<file path="src/rtl/alu_pkg.sv">
// Shared ALU definitions: opcode table, flag bit positions and divider state encoding.
// FIXUP exists only in the signed build (ITERATIVE_DIVIDER_SIGNED_EN).
package alu_pkg;

  localparam logic [5:0] ALU_ADD = 6'h00;
  localparam logic [5:0] ALU_SUB = 6'h01;
  localparam logic [5:0] ALU_AND = 6'h02;
  localparam logic [5:0] ALU_OR  = 6'h03;
  localparam logic [5:0] ALU_XOR = 6'h04;
  localparam logic [5:0] ALU_SHL = 6'h05;
  localparam logic [5:0] ALU_SHR = 6'h06;
  localparam logic [5:0] ALU_SAR = 6'h07;
  localparam logic [5:0] ALU_MUL = 6'h08;
  localparam logic [5:0] ALU_DIV = 6'h09;
  localparam logic [5:0] ALU_MOD = 6'h0A;
  localparam logic [5:0] ALU_CMP = 6'h0B;

  localparam int FLAG_CARRY    = 0;
  localparam int FLAG_ZERO     = 1;
  localparam int FLAG_NEGATIVE = 2;
  localparam int FLAG_OVERFLOW = 3;

  typedef enum logic [1:0] {
    IDLE  = 2'd0,
    CALC  = 2'd1,
`ifdef ITERATIVE_DIVIDER_SIGNED_EN
    FIXUP = 2'd3,
`endif
    DONE  = 2'd2
  } div_state_t;

  function automatic logic is_div_op(input logic [5:0] op);
    return (op == ALU_DIV) || (op == ALU_MOD);
  endfunction

endpackage

</file>
<file path="src/rtl/iterative_divider_if.sv">
// Request/response channels between the execute stage and the iterative divider.
// signed_op is present only when ITERATIVE_DIVIDER_SIGNED_EN is defined.
interface iterative_divider_if;
  logic        flush;
  logic        in_valid;
  logic        in_ready;
  logic [5:0]  op;
  logic [31:0] a;
  logic [31:0] b;
  logic [7:0]  flags_in;
`ifdef ITERATIVE_DIVIDER_SIGNED_EN
  logic        signed_op;
`endif
  logic        out_valid;
  logic        out_ready;
  logic [31:0] result;
  logic [7:0]  flags_out;

  modport master (
    output flush, in_valid, op, a, b, flags_in, out_ready,
`ifdef ITERATIVE_DIVIDER_SIGNED_EN
    output signed_op,
`endif
    input  in_ready, out_valid, result, flags_out
  );

  modport slave (
    input  flush, in_valid, op, a, b, flags_in, out_ready,
`ifdef ITERATIVE_DIVIDER_SIGNED_EN
    input  signed_op,
`endif
    output in_ready, out_valid, result, flags_out
  );
endinterface

</file>
<file path="src/rtl/iterative_divider_div_step.sv">
// One restoring-division iteration: shift the next dividend bit into the partial
// remainder, subtract the divisor when it fits and record the quotient bit.
module div_step #(
  parameter int WIDTH = 32
) (
  input  logic [WIDTH-1:0] rem,
  input  logic [WIDTH-1:0] q,
  input  logic [WIDTH-1:0] b,
  output logic [WIDTH-1:0] rem_next,
  output logic [WIDTH-1:0] q_next
);
  // The shifted remainder needs one extra bit so the compare never truncates.
  logic [WIDTH:0] rem_sh;
  logic [WIDTH:0] rem_sub;
  logic           fits;

  assign rem_sh  = {rem, q[WIDTH-1]};
  assign fits    = rem_sh >= {1'b0, b};
  assign rem_sub = rem_sh - {1'b0, b};

  // The result of a restoring step is always below b, so the top bit drops cleanly.
  assign rem_next = fits ? rem_sub[WIDTH-1:0] : rem_sh[WIDTH-1:0];
  assign q_next   = {q[WIDTH-2:0], fits};
endmodule

</file>
<file path="src/rtl/iterative_divider.sv">
// Multi-cycle restoring divider for ALU_DIV/ALU_MOD, one quotient bit per clock.
// Define ITERATIVE_DIVIDER_SIGNED_EN for signed operands (adds one FIXUP cycle).
module iterative_divider
  import alu_pkg::*;
#(
  parameter int WIDTH = 32,
  parameter int CNT_W = 6
) (
  input  logic               clk,
  input  logic               rst,
  iterative_divider_if.slave bus
);
  div_state_t       state, state_nxt;
  logic [CNT_W-1:0] cnt;
  logic [WIDTH-1:0] q, rem, dvs;
  logic [WIDTH-1:0] q_step, rem_step;
  logic [5:0]       op_r;
  logic [7:0]       flags_r;
  logic             out_valid_r;
  logic [WIDTH-1:0] result_r;
  logic [7:0]       flags_out_r;
  logic             accept;
  logic [WIDTH-1:0] a_load, b_load;
  logic [WIDTH-1:0] res_c;
  logic             carry_c, ovf_c;

`ifdef ITERATIVE_DIVIDER_SIGNED_EN
  logic signed_r, neg_q_r, neg_r_r, ovf_r;
  // Magnitudes feed the unsigned core; signs are restored in FIXUP.
  assign a_load = (bus.signed_op && bus.a[WIDTH-1]) ? -bus.a : bus.a;
  assign b_load = (bus.signed_op && bus.b[WIDTH-1]) ? -bus.b : bus.b;
`else
  assign a_load = bus.a;
  assign b_load = bus.b;
`endif

  assign accept        = bus.in_valid && (state == IDLE) && !bus.flush;
  assign bus.in_ready  = (state == IDLE);
  assign bus.out_valid = out_valid_r;
  assign bus.result    = result_r;
  assign bus.flags_out = flags_out_r;

  div_step #(.WIDTH(WIDTH)) u_step (
    .rem      (rem),
    .q        (q),
    .b        (dvs),
    .rem_next (rem_step),
    .q_next   (q_step)
  );

  always_ff @(posedge clk or posedge rst) begin
    if (rst) state <= IDLE;
    else     state <= state_nxt;
  end

  // NOTE: every always_comb output gets a default first so no path infers a latch.
  always_comb begin
    state_nxt = state;
    case (state)
      IDLE: if (accept) state_nxt = (is_div_op(bus.op) && bus.b != '0) ? CALC : DONE;
`ifdef ITERATIVE_DIVIDER_SIGNED_EN
      CALC:  if (cnt == '0) state_nxt = signed_r ? FIXUP : DONE;
      FIXUP: state_nxt = DONE;
`else
      CALC:  if (cnt == '0) state_nxt = DONE;
`endif
      DONE:  if (out_valid_r && bus.out_ready) state_nxt = IDLE;
      default: state_nxt = IDLE;
    endcase
    if (bus.flush) state_nxt = IDLE;
  end

  always_comb begin
    res_c   = '0;
    carry_c = 1'b0;
    ovf_c   = flags_r[FLAG_OVERFLOW];
    if (!is_div_op(op_r)) begin
      res_c = '0;
    end else if (dvs == '0) begin
      res_c   = (op_r == ALU_DIV) ? '1 : '0;
      carry_c = 1'b1;
    end else begin
      res_c = (op_r == ALU_DIV) ? q : rem;
`ifdef ITERATIVE_DIVIDER_SIGNED_EN
      ovf_c = flags_r[FLAG_OVERFLOW] | ovf_r;
`endif
    end
  end

  // NOTE: sequential state uses non-blocking assignments only.
  always_ff @(posedge clk or posedge rst) begin
    if (rst) begin
      cnt         <= '0;
      q           <= '0;
      rem         <= '0;
      dvs         <= '0;
      op_r        <= '0;
      flags_r     <= '0;
      out_valid_r <= 1'b0;
      result_r    <= '0;
      flags_out_r <= '0;
`ifdef ITERATIVE_DIVIDER_SIGNED_EN
      signed_r    <= 1'b0;
      neg_q_r     <= 1'b0;
      neg_r_r     <= 1'b0;
      ovf_r       <= 1'b0;
`endif
    end else if (bus.flush) begin
      out_valid_r <= 1'b0;
    end else begin
      case (state)
        IDLE: if (accept) begin
          q       <= a_load;
          rem     <= '0;
          dvs     <= b_load;
          op_r    <= bus.op;
          flags_r <= bus.flags_in;
          cnt     <= CNT_W'(WIDTH - 1);
`ifdef ITERATIVE_DIVIDER_SIGNED_EN
          signed_r <= bus.signed_op;
          neg_q_r  <= bus.signed_op && (bus.a[WIDTH-1] ^ bus.b[WIDTH-1]);
          neg_r_r  <= bus.signed_op && bus.a[WIDTH-1];
          ovf_r    <= bus.signed_op && (bus.a == {1'b1, {(WIDTH-1){1'b0}}}) && (bus.b == '1);
`endif
        end
        CALC: begin
          q   <= q_step;
          rem <= rem_step;
          cnt <= cnt - 1'b1;
        end
`ifdef ITERATIVE_DIVIDER_SIGNED_EN
        FIXUP: begin
          q   <= neg_q_r ? -q : q;
          rem <= neg_r_r ? -rem : rem;
        end
`endif
        DONE: begin
          if (!out_valid_r) begin
            out_valid_r <= 1'b1;
            result_r    <= res_c;
            flags_out_r <= {flags_r[7:4], ovf_c, res_c[WIDTH-1], (res_c == '0), carry_c};
          end else if (bus.out_ready) begin
            out_valid_r <= 1'b0;
          end
        end
        default: ;
      endcase
    end
  end
endmodule
</file>
<file path="src/flat_wrapper.sv">
// flat-port wrapper written by rule: the top's interface ports become plain ports
module iterative_divider_flat import alu_pkg::*;
#(
  parameter int WIDTH = 32,
  parameter int CNT_W = 6
)
  (clk, rst, bus_flush, bus_in_valid, bus_op, bus_a, bus_b, bus_flags_in, bus_out_ready, bus_in_ready, bus_out_valid, bus_result, bus_flags_out);
  iterative_divider_if bus_i ();
  input  logic clk;
  input  logic rst;
  input wire logic [$bits(bus_i.flush)-1:0] bus_flush;
  input wire logic [$bits(bus_i.in_valid)-1:0] bus_in_valid;
  input wire logic [$bits(bus_i.op)-1:0] bus_op;
  input wire logic [$bits(bus_i.a)-1:0] bus_a;
  input wire logic [$bits(bus_i.b)-1:0] bus_b;
  input wire logic [$bits(bus_i.flags_in)-1:0] bus_flags_in;
  input wire logic [$bits(bus_i.out_ready)-1:0] bus_out_ready;
  output wire logic [$bits(bus_i.in_ready)-1:0] bus_in_ready;
  output wire logic [$bits(bus_i.out_valid)-1:0] bus_out_valid;
  output wire logic [$bits(bus_i.result)-1:0] bus_result;
  output wire logic [$bits(bus_i.flags_out)-1:0] bus_flags_out;
  assign bus_i.flush = bus_flush;
  assign bus_i.in_valid = bus_in_valid;
  assign bus_i.op = bus_op;
  assign bus_i.a = bus_a;
  assign bus_i.b = bus_b;
  assign bus_i.flags_in = bus_flags_in;
  assign bus_i.out_ready = bus_out_ready;
  assign bus_in_ready = bus_i.in_ready;
  assign bus_out_valid = bus_i.out_valid;
  assign bus_result = bus_i.result;
  assign bus_flags_out = bus_i.flags_out;
  iterative_divider #(.WIDTH(WIDTH), .CNT_W(CNT_W)) u_core (.clk(clk), .rst(rst), .bus(bus_i));
endmodule
</file>
<file path="config.mk">
export PLATFORM = sky130hd
export DESIGN_NAME = iterative_divider_flat
export DESIGN_NICKNAME = d
export VERILOG_FILES = /design/src/rtl/alu_pkg.sv /design/src/rtl/iterative_divider_if.sv /design/src/rtl/iterative_divider_div_step.sv /design/src/rtl/iterative_divider.sv /design/src/flat_wrapper.sv
export SDC_FILE = /design/constraint.sdc
export NUM_CORES = 1
export LEC_CHECK = 0
export ABC_AREA = 1
export BUFFER_PORTS_ARGS = -buffer_cell sky130_fd_sc_hd__buf_2
export CORE_ASPECT_RATIO = 0.8
export CORE_UTILIZATION = 49
export CTS_BUF_LIST = sky130_fd_sc_hd__clkbuf_8 sky130_fd_sc_hd__clkbuf_16
export CTS_CLUSTER_DIAMETER = 120
export CTS_CLUSTER_SIZE = 28
export DETAILED_ROUTE_END_ITERATION = 10
export PLACE_DENSITY_LB_ADDON = 0.12
export SETUP_SLACK_MARGIN = 0.3
export SYNTH_ARGS = -nofsm -noshare
export SYNTH_HDL_FRONTEND = slang
export SYNTH_SLANG_ARGS = --single-unit
</file>
<file path="constraint.sdc">
create_clock -name clk -period 5 [get_ports clk]
set_input_delay 0.25 -clock clk [delete_from_list [all_inputs] [get_ports clk]]
set_output_delay 0.25 -clock clk [all_outputs]
set_load 0.03 [all_outputs]
</file>
==> impl_results.md <==
* Initial Util at 0.507
* Final min period at approximately 3.0 ns
* P per Cell Area at around 380 nW/um^2
* Synth area leader: dfrtp_1
* Fin crit share at 0.606
* Crit. End Element: register
* Final ANT Viol Nets at 0
* DR WL/cell at 16.1 um
* Critical path's largest stage delay at approximately 0.4 ns
* Post-synthesis sequential area ratio at 0.398
* Initial antenna violation count at 0
* Post-synthesis cell type count at between 40 and 50
* First-pass GRT wire length at approximately 45000 um
* RSZ-0062 raised after global routing: false
* Max-Slew Margin vs Limit at 0.295
* Hold Path Class: input port to register
* GR Overflow Total at 0
* Initial drt markers at between 800 and 900
* Setup_tns at 0 ns
* Number of diodes at 0
* Via Count at between 9000 and 10000
* Slew Limit Fails at 0
* EDFF count, synth at 0
* Cells on Worst Hold Path at 3
* R2R depth at 16
* Aggregate global-route resource usage at 0.286
* Worst vdd ir at about 200 uV
* Top_reg_cell synth: dfrtp_1
* Levels on crit path at 16
* Slew @ Worst Pin at approximately 1.1 ns
* Crit path required time at ~5.4 ns
* Status: finished, final reports clean
* Final setup vio count at 0
* Cell Area, Synth at ~9700 um^2
* Kind of critical path: register to register
* CP top delay family: simple AND/OR/NAND/NOR gates
* Core footprint at 19200 um^2
* Worst skew pair latency at roughly 0.43 ns
* # rows at between 40 and 50
* Crit-path cells: inv_1 -> ha_1 -> nand2_1 -> inv_1 -> nand2_1 -> inv_1 -> nand2_1 -> nor2_1 -> nand4_1 -> nand3_2 -> nor2_4 -> buf_4 -> nand2_4 -> nand3_1 -> nand3_1 -> nand2_1
* Yosys top cell area share at 0.398
* Ratio of cells with drive above 1 in the final layout at 0.126
* Via count of the first global-routing pass at just under 9000
* Clock sink total at approximately 160
* Slowest CP cell: dfrtp_1
* Number of port buffers at ~120
* Gpl congestion at around 0.90
* CP startpoint kind: register
* Detailed-route vias per instance at between 5 and 6
* Worst-path fanout max at 32
* Fillers at about 1900
* Clock Skew at about 0.011 ns
* Area of the multi-input gates at about 5000 um^2
* Syn_area_per_cell at just over 7 um^2
* Syn nets at 1501
* Deepest clock path buffer count at 2
* Drt total wl at between 20000 and 30000 um
* DRC Markers at 0
* Max-cap viol count at 0
* CTS tree: yes
* Final net count at ~1600
* Largest net degree at the start of global routing at between 80 and 90
* Syn-to-layout area delta at 13.6%
* Die area at just over 20000 um^2
* Synthesized instance count at approximately 1400
* Most used cell, CP: nand2_1
* Ys Warns at 0
* Synth area leaders: dfrtp_1, nand2_1, o21ai_0
* DRT Pass-1 Iters at 5
* Finished Layout Cells at approximately 1700
* Leakage at around 5.7 nW
* Placed cell count at ~1700
* Post-CTS Setup Inserts at 0
* CTS clock-pin slew for the worst setup and hold paths at 0.07 ns
* DIE WIDTH at around 160 um
* Async SR Flop Fraction at 1.00
* Root Driver: clkbuf_16
* Post-DP HPWL at ~21000 um
* Die Y at roughly 130 um
* Seq cells post-synth at approximately 160
* Post-synth top cells: nand2_1, dfrtp_1, inv_1
* Worst EP arrival at between 3 and 4 ns
* Cell with the most instances after synthesis: nand2_1
* Hold Vio Cnt, Final at 0
* Worst Hold Slack at around 0.026 ns
* TritonCTS buffer count at 17
* H-tree levels at 4
* Fmax at 330 MHz
* IO Pins at between 100 and 150
* Reg area at a little under 4000 um^2
* Finished Core Util at 0.576
* Worst path buffer plus inverter count at 4
## stage by stage
stage          instance area [um^2]  total power [mW]  worst slack, ns
3_5_place_dp                  10500              2.90             2.05
2_1_floorplan                  9740              2.53            0.572
4_1_cts                       11100              4.22             2.01
3_3_place_gp                  10500              2.88             2.09
5_1_grt                       11100              4.47             1.78
6_report                      11100              4.22             1.97
## flip-flops by register name, indices dropped and copies added, names as in the netlist
register and cells:
u_core.state 2, u_core.q 32, u_core.rem 32, u_core.bus.out_valid 1, u_core.op_r 6, u_core.cnt 6, u_core.dvs 32, u_core.bus.result 31
u_core.flags_r 5, u_core.bus.flags_out 8
## final timing paths
path / start / to / slack (ns)
hold reg to reg: u_core.bus.flags_out[3] / u_core.bus.flags_out[3] / 0.47
setup / recovery: u_core.dvs[25] / u_core.rem[27] / 1.97
hold / removal: bus_flags_in[4] / u_core.flags_r[4] / 0.03
setup reg to reg: u_core.dvs[25] / u_core.rem[27] / 1.97
min in group asynchronous: rst / u_core.bus.result[4] / 0.43
max in group asynchronous: rst / u_core.rem[19] / 3.51
## where the power goes
group / switching [mW] / internal (mW) / total (mW) / leakage [nW]
Combinational: 0.887 / 0.377 / 1.26 / 3.46
Clock: 0.577 / 0.745 / 1.32 / 0.286
Sequential: 0.136 / 1.50 / 1.64 / 2.00
Total: 1.60 / 2.62 / 4.22 / 5.75
## layer usage
layer | routed length, um | part of all wire | vias to the layer above | track usage
li1 | - | - | 4675 | -
met1 | 13600 | 0.48 | 4353 | 0.410
met2 | 12100 | 0.43 | 242 | 0.437
met3 | 1770 | 0.063 | 37 | 0.0453
met4 | 645 | 0.023 | 0 | 0.101
met5 | 0 | 0 | - | 0
## area by class of cell
cell class                      instances  share of cell area
Tap cell                              258              0.0292
Multi-Input combinational cell       1010               0.450
Sequential cell                       155               0.350
Clock inverter                         15              0.0147
Timing Repair Buffer                  132              0.0624
Clock buffer                           17              0.0384
Inverter                              159              0.0544
## timing repair
item / 4_1_cts / 5_1_grt
gates resized for setup: 0 / 0
hold buffers: 1 / 0
hold endpoints to repair: 58 / 0
## placed cells by master, fill, tap and decap left out, types with 3 or more instances in the layout
cell type and count:
clkbuf_16 17, clkinvlp_4 3, nor4_1 5, a21oi_1 48, nand4_1 6, xor2_1 3, inv_1 156, o31ai_1 3
buf_2 121, nor2_1 103, o21ai_0 149, o21a_1 5, clkinv_1 3, a21o_1 3, buf_4 10, nand2_1 418
nor2_4 3, nand2_2 6, ha_1 34, inv_6 6, o21ai_1 30, o211ai_1 31, nor3_1 7, xnor2_1 15
nand3_1 112, nand3b_1 4, dfrtp_1 155, nor2_2 6
## kinds of logic (layout without fill, tap and decap cells)
group / after synthesis / after routing / share of synthesized area
adders and majority gates: 35 / 35 / 0.0457
and+or+nand+nor: 676 / 676 / 0.290
AOI/OAI and AO/OA: 281 / 281 / 0.159
DFF: 155 / 155 / 0.398
buffers and inverters: 218 / 323 / 0.0917
xor gates and xnor gates: 18 / 18 / 0.0162
## worst register-to-register path, stage by stage, from the launching register on
cell	delay (ns)
dfrtp_1	0.39
inv_1	0.21
ha_1	0.36
nand2_1	0.16
inv_1	0.05
nand2_1	0.05
inv_1	0.09
nand2_1	0.11
nor2_1	0.08
nand4_1	0.09
nand3_2	0.10
nor2_4	0.25
buf_4	0.34
nand2_4	0.30
nand3_1	0.19
nand3_1	0.12
nand2_1	0.09
Power figures use the tool's default switching activity.
